$ cat src/rtl/rob.sv
// Reorder buffer: circular in-order retirement queue with CDB writeback,
// operand lookup bypass, and full flush on a mispredicted branch commit.
module rob #(
  parameter int ROB_SIZE  = 16,
  parameter int ROB_POS_W = 4,
  parameter int DATA_W    = 32
) (
  input  logic                 clk,
  input  logic                 rst,
  input  logic                 rdy,
  input  logic                 in_alloc_valid,
  input  logic [4:0]           in_alloc_dest_reg,
  output logic [ROB_POS_W-1:0] out_alloc_rob,
  output logic                 out_full,
  input  logic                 in_cdb_valid,
  input  logic [ROB_POS_W-1:0] in_cdb_rob,
  input  logic [DATA_W-1:0]    in_cdb_value,
  input  logic                 in_cdb_mispredict,
  input  logic [DATA_W-1:0]    in_cdb_target,
  input  logic [ROB_POS_W-1:0] in_query_rob1,
  input  logic [ROB_POS_W-1:0] in_query_rob2,
  output logic                 out_query_ready1,
  output logic                 out_query_ready2,
  output logic [DATA_W-1:0]    out_query_value1,
  output logic [DATA_W-1:0]    out_query_value2,
  output logic [4:0]           out_commit_reg,
  output logic [ROB_POS_W-1:0] out_commit_rob,
  output logic [DATA_W-1:0]    out_commit_value,
  output logic                 out_xbp,
  output logic [DATA_W-1:0]    out_xbp_pc
);

  localparam logic [ROB_POS_W:0]   FULL_CNT = (ROB_POS_W+1)'(ROB_SIZE);
  localparam logic [ROB_POS_W:0]   ONE_CNT  = (ROB_POS_W+1)'(1);
  localparam logic [ROB_POS_W-1:0] ONE_POS  = ROB_POS_W'(1);

  logic [ROB_POS_W-1:0] head, tail;
  logic [ROB_POS_W:0]   count;
  logic [ROB_SIZE-1:0]  busy, ready, mispredict;
  logic [4:0]           dest_reg [ROB_SIZE];
  logic [DATA_W-1:0]    value    [ROB_SIZE];
  logic [DATA_W-1:0]    target   [ROB_SIZE];

  logic alloc_fire, cdb_fire, commit_fire, flush;
  logic hit1, hit2;

  assign out_full      = (count == FULL_CNT);
  assign out_alloc_rob = tail;

  // out_full is taken from the pre-commit count, so a full ROB cannot
  // allocate even in the cycle its head retires.
  assign alloc_fire  = rdy && in_alloc_valid && !out_full && !out_xbp;
  assign cdb_fire    = rdy && in_cdb_valid && busy[in_cdb_rob];
  assign commit_fire = rdy && (count != '0) && busy[head] && ready[head];
  assign flush       = commit_fire && mispredict[head];

  assign hit1 = in_cdb_valid && (in_cdb_rob == in_query_rob1);
  assign hit2 = in_cdb_valid && (in_cdb_rob == in_query_rob2);

  assign out_query_ready1 = busy[in_query_rob1] && (ready[in_query_rob1] || hit1);
  assign out_query_ready2 = busy[in_query_rob2] && (ready[in_query_rob2] || hit2);
  assign out_query_value1 = !busy[in_query_rob1] ? '0 :
                            (hit1 ? in_cdb_value : value[in_query_rob1]);
  assign out_query_value2 = !busy[in_query_rob2] ? '0 :
                            (hit2 ? in_cdb_value : value[in_query_rob2]);

  always_ff @(posedge clk or negedge rst) begin
    if (!rst) begin
      head             <= '0;
      tail             <= '0;
      count            <= '0;
      busy             <= '0;
      ready            <= '0;
      mispredict       <= '0;
      out_commit_reg   <= '0;
      out_commit_rob   <= '0;
      out_commit_value <= '0;
      out_xbp          <= 1'b0;
      out_xbp_pc       <= '0;
    end else begin
      out_commit_reg <= '0;
      out_xbp        <= 1'b0;
      if (commit_fire) begin
        out_commit_reg   <= dest_reg[head];
        out_commit_rob   <= head;
        out_commit_value <= value[head];
        busy[head]       <= 1'b0;
        head             <= head + ONE_POS;
      end
      if (flush) begin
        // Everything younger than the branch is wrong-path work.
        out_xbp    <= 1'b1;
        out_xbp_pc <= target[head];
        busy       <= '0;
        ready      <= '0;
        mispredict <= '0;
        head       <= '0;
        tail       <= '0;
        count      <= '0;
      end else begin
        if (cdb_fire) begin
          ready[in_cdb_rob]      <= 1'b1;
          mispredict[in_cdb_rob] <= in_cdb_mispredict;
        end
        if (alloc_fire) begin
          busy[tail]       <= 1'b1;
          ready[tail]      <= 1'b0;
          mispredict[tail] <= 1'b0;
          tail             <= tail + ONE_POS;
        end
        if (alloc_fire && !commit_fire)
          count <= count + ONE_CNT;
        else if (!alloc_fire && commit_fire)
          count <= count - ONE_CNT;
      end
    end
  end

  // Payload storage needs no reset: it is only observed behind busy/ready.
  always_ff @(posedge clk) begin
    if (cdb_fire && !flush) begin
      value[in_cdb_rob]  <= in_cdb_value;
      target[in_cdb_rob] <= in_cdb_target;
    end
    if (alloc_fire && !flush)
      dest_reg[tail] <= in_alloc_dest_reg;
  end

endmodule

$ cat config.mk
export PLATFORM = sky130hd
export DESIGN_NAME = rob
export DESIGN_NICKNAME = d
export VERILOG_FILES = /design/src/rtl/rob.sv
export SDC_FILE = /design/constraint.sdc
export NUM_CORES = 2
export LEC_CHECK = 0
export BUFFER_PORTS_ARGS = -buffer_cell sky130_fd_sc_hd__buf_2
export CAP_MARGIN = 20
export CORE_ASPECT_RATIO = 2
export CORE_MARGIN = 5
export CORE_UTILIZATION = 35
export CTS_CLUSTER_DIAMETER = 40
export DETAILED_ROUTE_END_ITERATION = 16
export PLACE_DENSITY = 0.58
export SLEW_MARGIN = 20
export SYNTH_ARGS = -nofsm -noshare
export SYNTH_HDL_FRONTEND = slang
export SYNTH_SLANG_ARGS = --single-unit
$ cat constraint.sdc
create_clock -name clk -period 8.4 [get_ports clk]
set_input_delay 0.42 -clock clk [delete_from_list [all_inputs] [get_ports clk]]
set_output_delay 0.42 -clock clk [all_outputs]
set_load 0.005 [all_outputs]
**Word-level counts from Yosys, hierarchy flattened**

Memory sizes are Yosys's and may differ from the RTL's. A register that Yosys moved wholly into a read port is not among the register bits.
Index checks and enable logic that the tools add are counted.

- Bits in registers: 71
- Memory bits (writable): 1104
- Output and inout port bits: 145
- Memories kept: 3

Memories:

| memory | depth | width | read ports | clocked after Yosys merged registers in | write ports | line | source |
|---|---|---|---|---|---|---|---|
| target | 16 | 32 | 1 | 1 | 1 | 42 | `logic [DATA_W-1:0] target [ROB_SIZE];` |
| value | 16 | 32 | 3 | 1 | 1 | 41 | `logic [DATA_W-1:0] value [ROB_SIZE];` |
| dest_reg | 16 | 5 | 1 | 0 | 1 | 40 | `logic [4:0] dest_reg [ROB_SIZE];` |

- Add/sub/neg operators: 4
- Magnitude comparators: 8
- Equal/unequal tests: 3
- Muxes and demuxes: 51
- Bitwise logic cells: 7
- Reductions and logical operators: 33

Operator list:

| kind | number |
|---|---|
| $mux 16 | 11 |
| $mux 32 | 4 |
| $and 16x16->16 | 3 |
| $bmux 1 s4 | 8 |
| $not 16->16 | 2 |
| $or 16x16->16 | 2 |
| $lt 4x5->1 const B | 5 |
| $logic_and 1x1->1 | 20 |
| $mux 5 | 4 |
| $bwmux 16 | 1 |
| $mux 1 | 16 |
| $mux 4 | 4 |
| $demux 1 s4 | 3 |
| $ge 4x1->1 const B | 3 |
| $add 4x1->4 const B | 2 |
| $eq 4x4->1 | 2 |
| $logic_not 1->1 | 7 |
| $add 5x1->5 const B | 1 |
| $eq 5x5->1 const B | 1 |
| $reduce_bool 5->1 | 1 |
| $sub 5x1->5 const B | 1 |
| $reduce_bool 2->1 | 2 |
| $reduce_bool 3->1 | 1 |
| $logic_or 1x1->1 | 2 |

**Depth between registers and ports, before layout**

- Depth in word-level cells: 10
- Depth in mapped cells: 13
- Depth with buffers taken out: 11

**Least setup slack after synthesis**

Ideal clock, no wire load.

- Path type: flip-flop to flip-flop
- Start: register head[1]
- End: memory target[15][0] (enable)
- Library setup time: 0.565 ns
- Arrival: 6.292 ns
- Required time: 7.835 ns
- Slack: 1.543 ns
- Cell stages (with the launch flop): 10
- Path buffers: 3
- Path through: dfrtp_1 -> buf_4 -> buf_6 -> mux4_2 -> a22o_1 -> or2_4 -> nand3_2 -> inv_2 -> buf_2 -> nor3_1

- Longest elaborated chain between the ends: 9
- Elaborated cells between the ends (all ways): 13

RTL lines:

| item | line | source |
|---|---|---|
| start, declared | 37 | `logic [ROB_POS_W-1:0] head, tail;` |
| start signal, assigned | 88 | `head <= head + ONE_POS;` |
| $bmux 1 s4 | 54 | `assign commit_fire = rdy && (count != '0) && busy[head] && ready[head];` |
| $mux 1 (not written as such) | 54 |  |
| $logic_and 1x1->1 (2 in a row) | 54 |  |
| $logic_and 1x1->1 * | 55 | `assign flush = commit_fire && mispredict[head];` |
| $logic_not 1->1 * | 121 | `if (cdb_fire && !flush) begin` |
| $logic_and 1x1->1 * | 121 |  |
| $mux 1 * | 121 |  |
| $mux 1 (not written as such) * | 123 | `target[in_cdb_rob] <= in_cdb_target;` |
| end, declared | 42 |  |

Mark *: on every way between the ends. The rest lies on a longest branch, timed or not. The select of a mux whose other input is x is not followed.

**Worst setup path in the final report**

- Start: register head[3]
- End: memory value[1][5] (enable)

- Longest elaborated chain between the ends: 9
- Elaborated cells between the ends (all ways): 13

RTL lines:

| item | line | source |
|---|---|---|
| $bmux 1 s4 | 54 |  |
| $mux 1 (not written as such) | 54 |  |
| $logic_and 1x1->1 (2 in a row) | 54 |  |
| $logic_and 1x1->1 * | 55 |  |
| $logic_not 1->1 * | 121 |  |
| $logic_and 1x1->1 * | 121 |  |
| $mux 1 * | 121 |  |
| $mux 1 (not written as such) * | 122 | `value[in_cdb_rob] <= in_cdb_value;` |
| end, declared | 41 |  |

Marked as above.

==> flow_metrics.env <==
export IMPL_status="completed"
export IMPL_syn_inst=2755
export IMPL_initial_core_util=0.3506
export IMPL_synthArstFlopShare=0.1090
export IMPL_gp_congestion=0.8466
export IMPL_period_share=0.6927
export IMPL_critPathTopFamily="buffers and inverters"
export IMPL_cts_root_buf="clkbuf_16"
export IMPL_final_min_clock_period_ns=5.818
export IMPL_h_tree_depth=3
export IMPL_cp_data_arrival_time_ns=6.18
export IMPL_path_clk_slew_ns=0.07
export IMPL_slew_violations=0
export IMPL_clock_sinks=1239
export IMPL_max_cap_violations=0
export IMPL_ys_seq_area_frac=0.6385
export IMPL_drt_first_pass_iters=6
export IMPL_cts_max_path_buffers=3
export IMPL_fillers=14340
export IMPL_switching_share=0.2911
export IMPL_core_area_um2=163200
export IMPL_avgSynthCellArea_um2=20.77
export IMPL_path_buf_inv=5
export IMPL_grt_max_degree=87
export IMPL_drtAntennaViolNets=0
export IMPL_nets=3051
export IMPL_cpMaxStageDelayCell="inv_4"
export IMPL_dieArea_um2=172100
export IMPL_p_sw_w=0.005017
export IMPL_slew_headroom=0.2523
export IMPL_fin_worst_skew_ns=0.04785
export IMPL_num_vias=30480
export IMPL_power_internal_w=0.01222
export IMPL_setup_tns_ns=0
export IMPL_antenna_found_initial=35
export IMPL_grt_pass1_vias=32800
export IMPL_die_h_um=581.8
export IMPL_power_density_nw_per_um2=265.6
export IMPL_multi_input_area_um2=19670
export IMPL_dp_hpwl_um=105900
export IMPL_cts_resized=0
export IMPL_postCtsHoldBufs=2
export IMPL_drc=0
export IMPL_drive_gt1_frac=0.4310
export IMPL_cts_tree="built"
export IMPL_seq_area_um2=36550
export IMPL_peakVddDrop_mv=0.2171
export IMPL_postCtsSetupRepairBufs=0
export IMPL_fmax_ghz=0.1719
export IMPL_clock_latency_ns=0.74
export IMPL_path_cells="buf_4 -> buf_4 -> nor2b_1 -> a22o_1 -> or2_4 -> nand3_2 -> inv_4 -> buf_4 -> nor3_2 -> buf_12"
export IMPL_worstHoldPathType="in2reg"
export IMPL_synth_edf_count=1104
export IMPL_worstSetupPathType="reg2reg"
export IMPL_hold_viol=0
export IMPL_r2r_slack_ns=2.58
export IMPL_synth_nets=2855
export IMPL_io_pins=232
export IMPL_grt_overflow_total=0
export IMPL_wire_per_inst_um=33.70
export IMPL_die_w_um=295.9
export IMPL_synth_area_top_cells="edfxtp_1 (58%), mux4_2 (28%), dfrtp_1 (5.9%)"
export IMPL_p_leak_nw=21.50
export IMPL_endpoint_kind="flop"
export IMPL_max_stage_delay_ns=0.88
export IMPL_synth_distinct_cells=58
export IMPL_synth_top_area_cell="edfxtp_1"
export IMPL_pwr_share_comb=0.246
export IMPL_synth_area_um2=57210
export IMPL_pwr_share_clk=0.330
export IMPL_cts_buffers=117
export IMPL_tightest_slew_ns=1.119
export IMPL_drt_total_wl_um=174700
export IMPL_cpMostUsedCell="buf_4"
export IMPL_rsz0062_at_grt="false"
export IMPL_ys_warn_count=0
export IMPL_seqPwrFrac=0.424
export IMPL_track_usage=0.2015
export IMPL_area_growth_synth_to_final_pct=13.43
export IMPL_crit_required_ns=8.76
export IMPL_rows=210
export IMPL_yosysTopAreaCellShare=0.5795
export IMPL_grt_pass1_wl_um=248700
export IMPL_vias_per_cell=5.880
export IMPL_holdWs_ns=0.06008
export IMPL_synth_seq_cells=1239
export IMPL_start_kind="flop"
export IMPL_port_buffers=231
export IMPL_drt_iter0_markers=2463
export IMPL_worst_path_max_fanout=64
export IMPL_synth_flop_cell="edfxtp_1"
export IMPL_setup_viol=0
cell type report:
type,instances,share of cell area
diodes,12,0.0004627
clock buffers,133,0.04666
clock inverters,86,0.01662
inverters,15,0.0009062
multi-input cells,1287,0.3031
flip-flops and latches,1239,0.5632
well taps,2120,0.04088
repair buffers,291,0.02825
power by group through the flow:
| stage | clock [W] | combinational [W] | sequential [W] |
|---|---|---|---|
| after CTS | 0.00580 | 0.00434 | 0.00731 |
| after floorplan | 0 | 0.00311 | 0.00721 |
| after global routing | 0.00604 | 0.00452 | 0.00734 |
| after detailed placement | 0 | 0.00433 | 0.00744 |
| after global placement | 0 | 0.00431 | 0.00744 |
| final | 0.00568 | 0.00424 | 0.00731 |
cell usage after synthesis, types with 9 or more instances:
cell type,n
nor2_1,54
and3_1,16
nor3_1,30
a21boi_0,9
inv_1,14
dfrtp_1,135
mux2_2,70
edfxtp_1,1104
and2_1,12
mux2i_1,20
a21oi_1,73
buf_6,28
buf_1,19
buf_2,48
nand3_1,24
mux4_2,700
ha_1,12
clkbuf_1,112
nand2_1,148
nand4_1,11
path summary, 6_finish.rpt:
check                      cells after the start                 start                   end
max in group asynchronous                      4                   rst               head[3]
setup reg to reg                              10               head[3]           value[1][5]
hold / removal                                 1      in_cdb_target[2]          target[0][2]
hold reg to reg                                1  out_commit_value[27]  out_commit_value[27]
setup / recovery                              10               head[3]           value[1][5]
min in group asynchronous                      2                   rst  out_commit_value[12]
metrics by stage:
step	instances	worst slack (ns)	area, um^2	utilization	power (W)
global route	5173	2.414	64870	0.3975	0.01789
global placement	4950	2.673	60740	0.3722	0.01175
detailed placement	4950	2.599	60740	0.3722	0.01177
floorplan	2755	1.543	57210	-	0.01032
CTS	5171	2.594	64860	0.3975	0.01745
finish	5183	2.582	64890	0.3977	0.01723
routing by layer:
layer  share of wire  vias to the layer above  GRT usage
met5          0.0011                        -          0
met4           0.046                       30    0.08225
met3           0.060                      355    0.03694
met2            0.54                     1162     0.3665
met1            0.36                    16710     0.2331
li1                -                    12220          -
cell families after synthesis:
family | count (synthesis) | share of synthesized area
fa+ha+maj | 13 | 0.002974
buf+inv | 229 | 0.02021
compound gates | 131 | 0.01468
mux | 795 | 0.2941
simple gates | 335 | 0.02751
flops | 1239 | 0.6385
xor+xnor | 13 | 0.001990
placed cells by master, fill, tap and decap left out, types with 5 or more instances in the layout:
cell and n:
a211oi_2 6, a21boi_0 9, a21oi_1 73, a22o_1 5, and2_1 8, and3_1 14
buf_12 14, buf_2 224, buf_4 46, bufinv_16 16, clkbuf_1 12, clkbuf_16 117
clkbuf_8 5, clkinv_1 5, clkinv_2 12, clkinv_4 14, clkinvlp_4 9, dfrtp_1 131
diode_2 12, edfxtp_1 1104, ha_1 12, inv_1 14, inv_6 20, mux2_2 70
mux2i_1 20, mux4_2 700, nand2_1 148, nand2b_1 5, nand3_1 22, nand4_1 11
nor2_1 45, nor2_4 9, nor2b_1 8, nor3_1 26, nor3_2 11, o21a_1 8
o21ai_0 6, xnor2_1 5, xor2_1 8
Power figures use the tool's default switching activity.
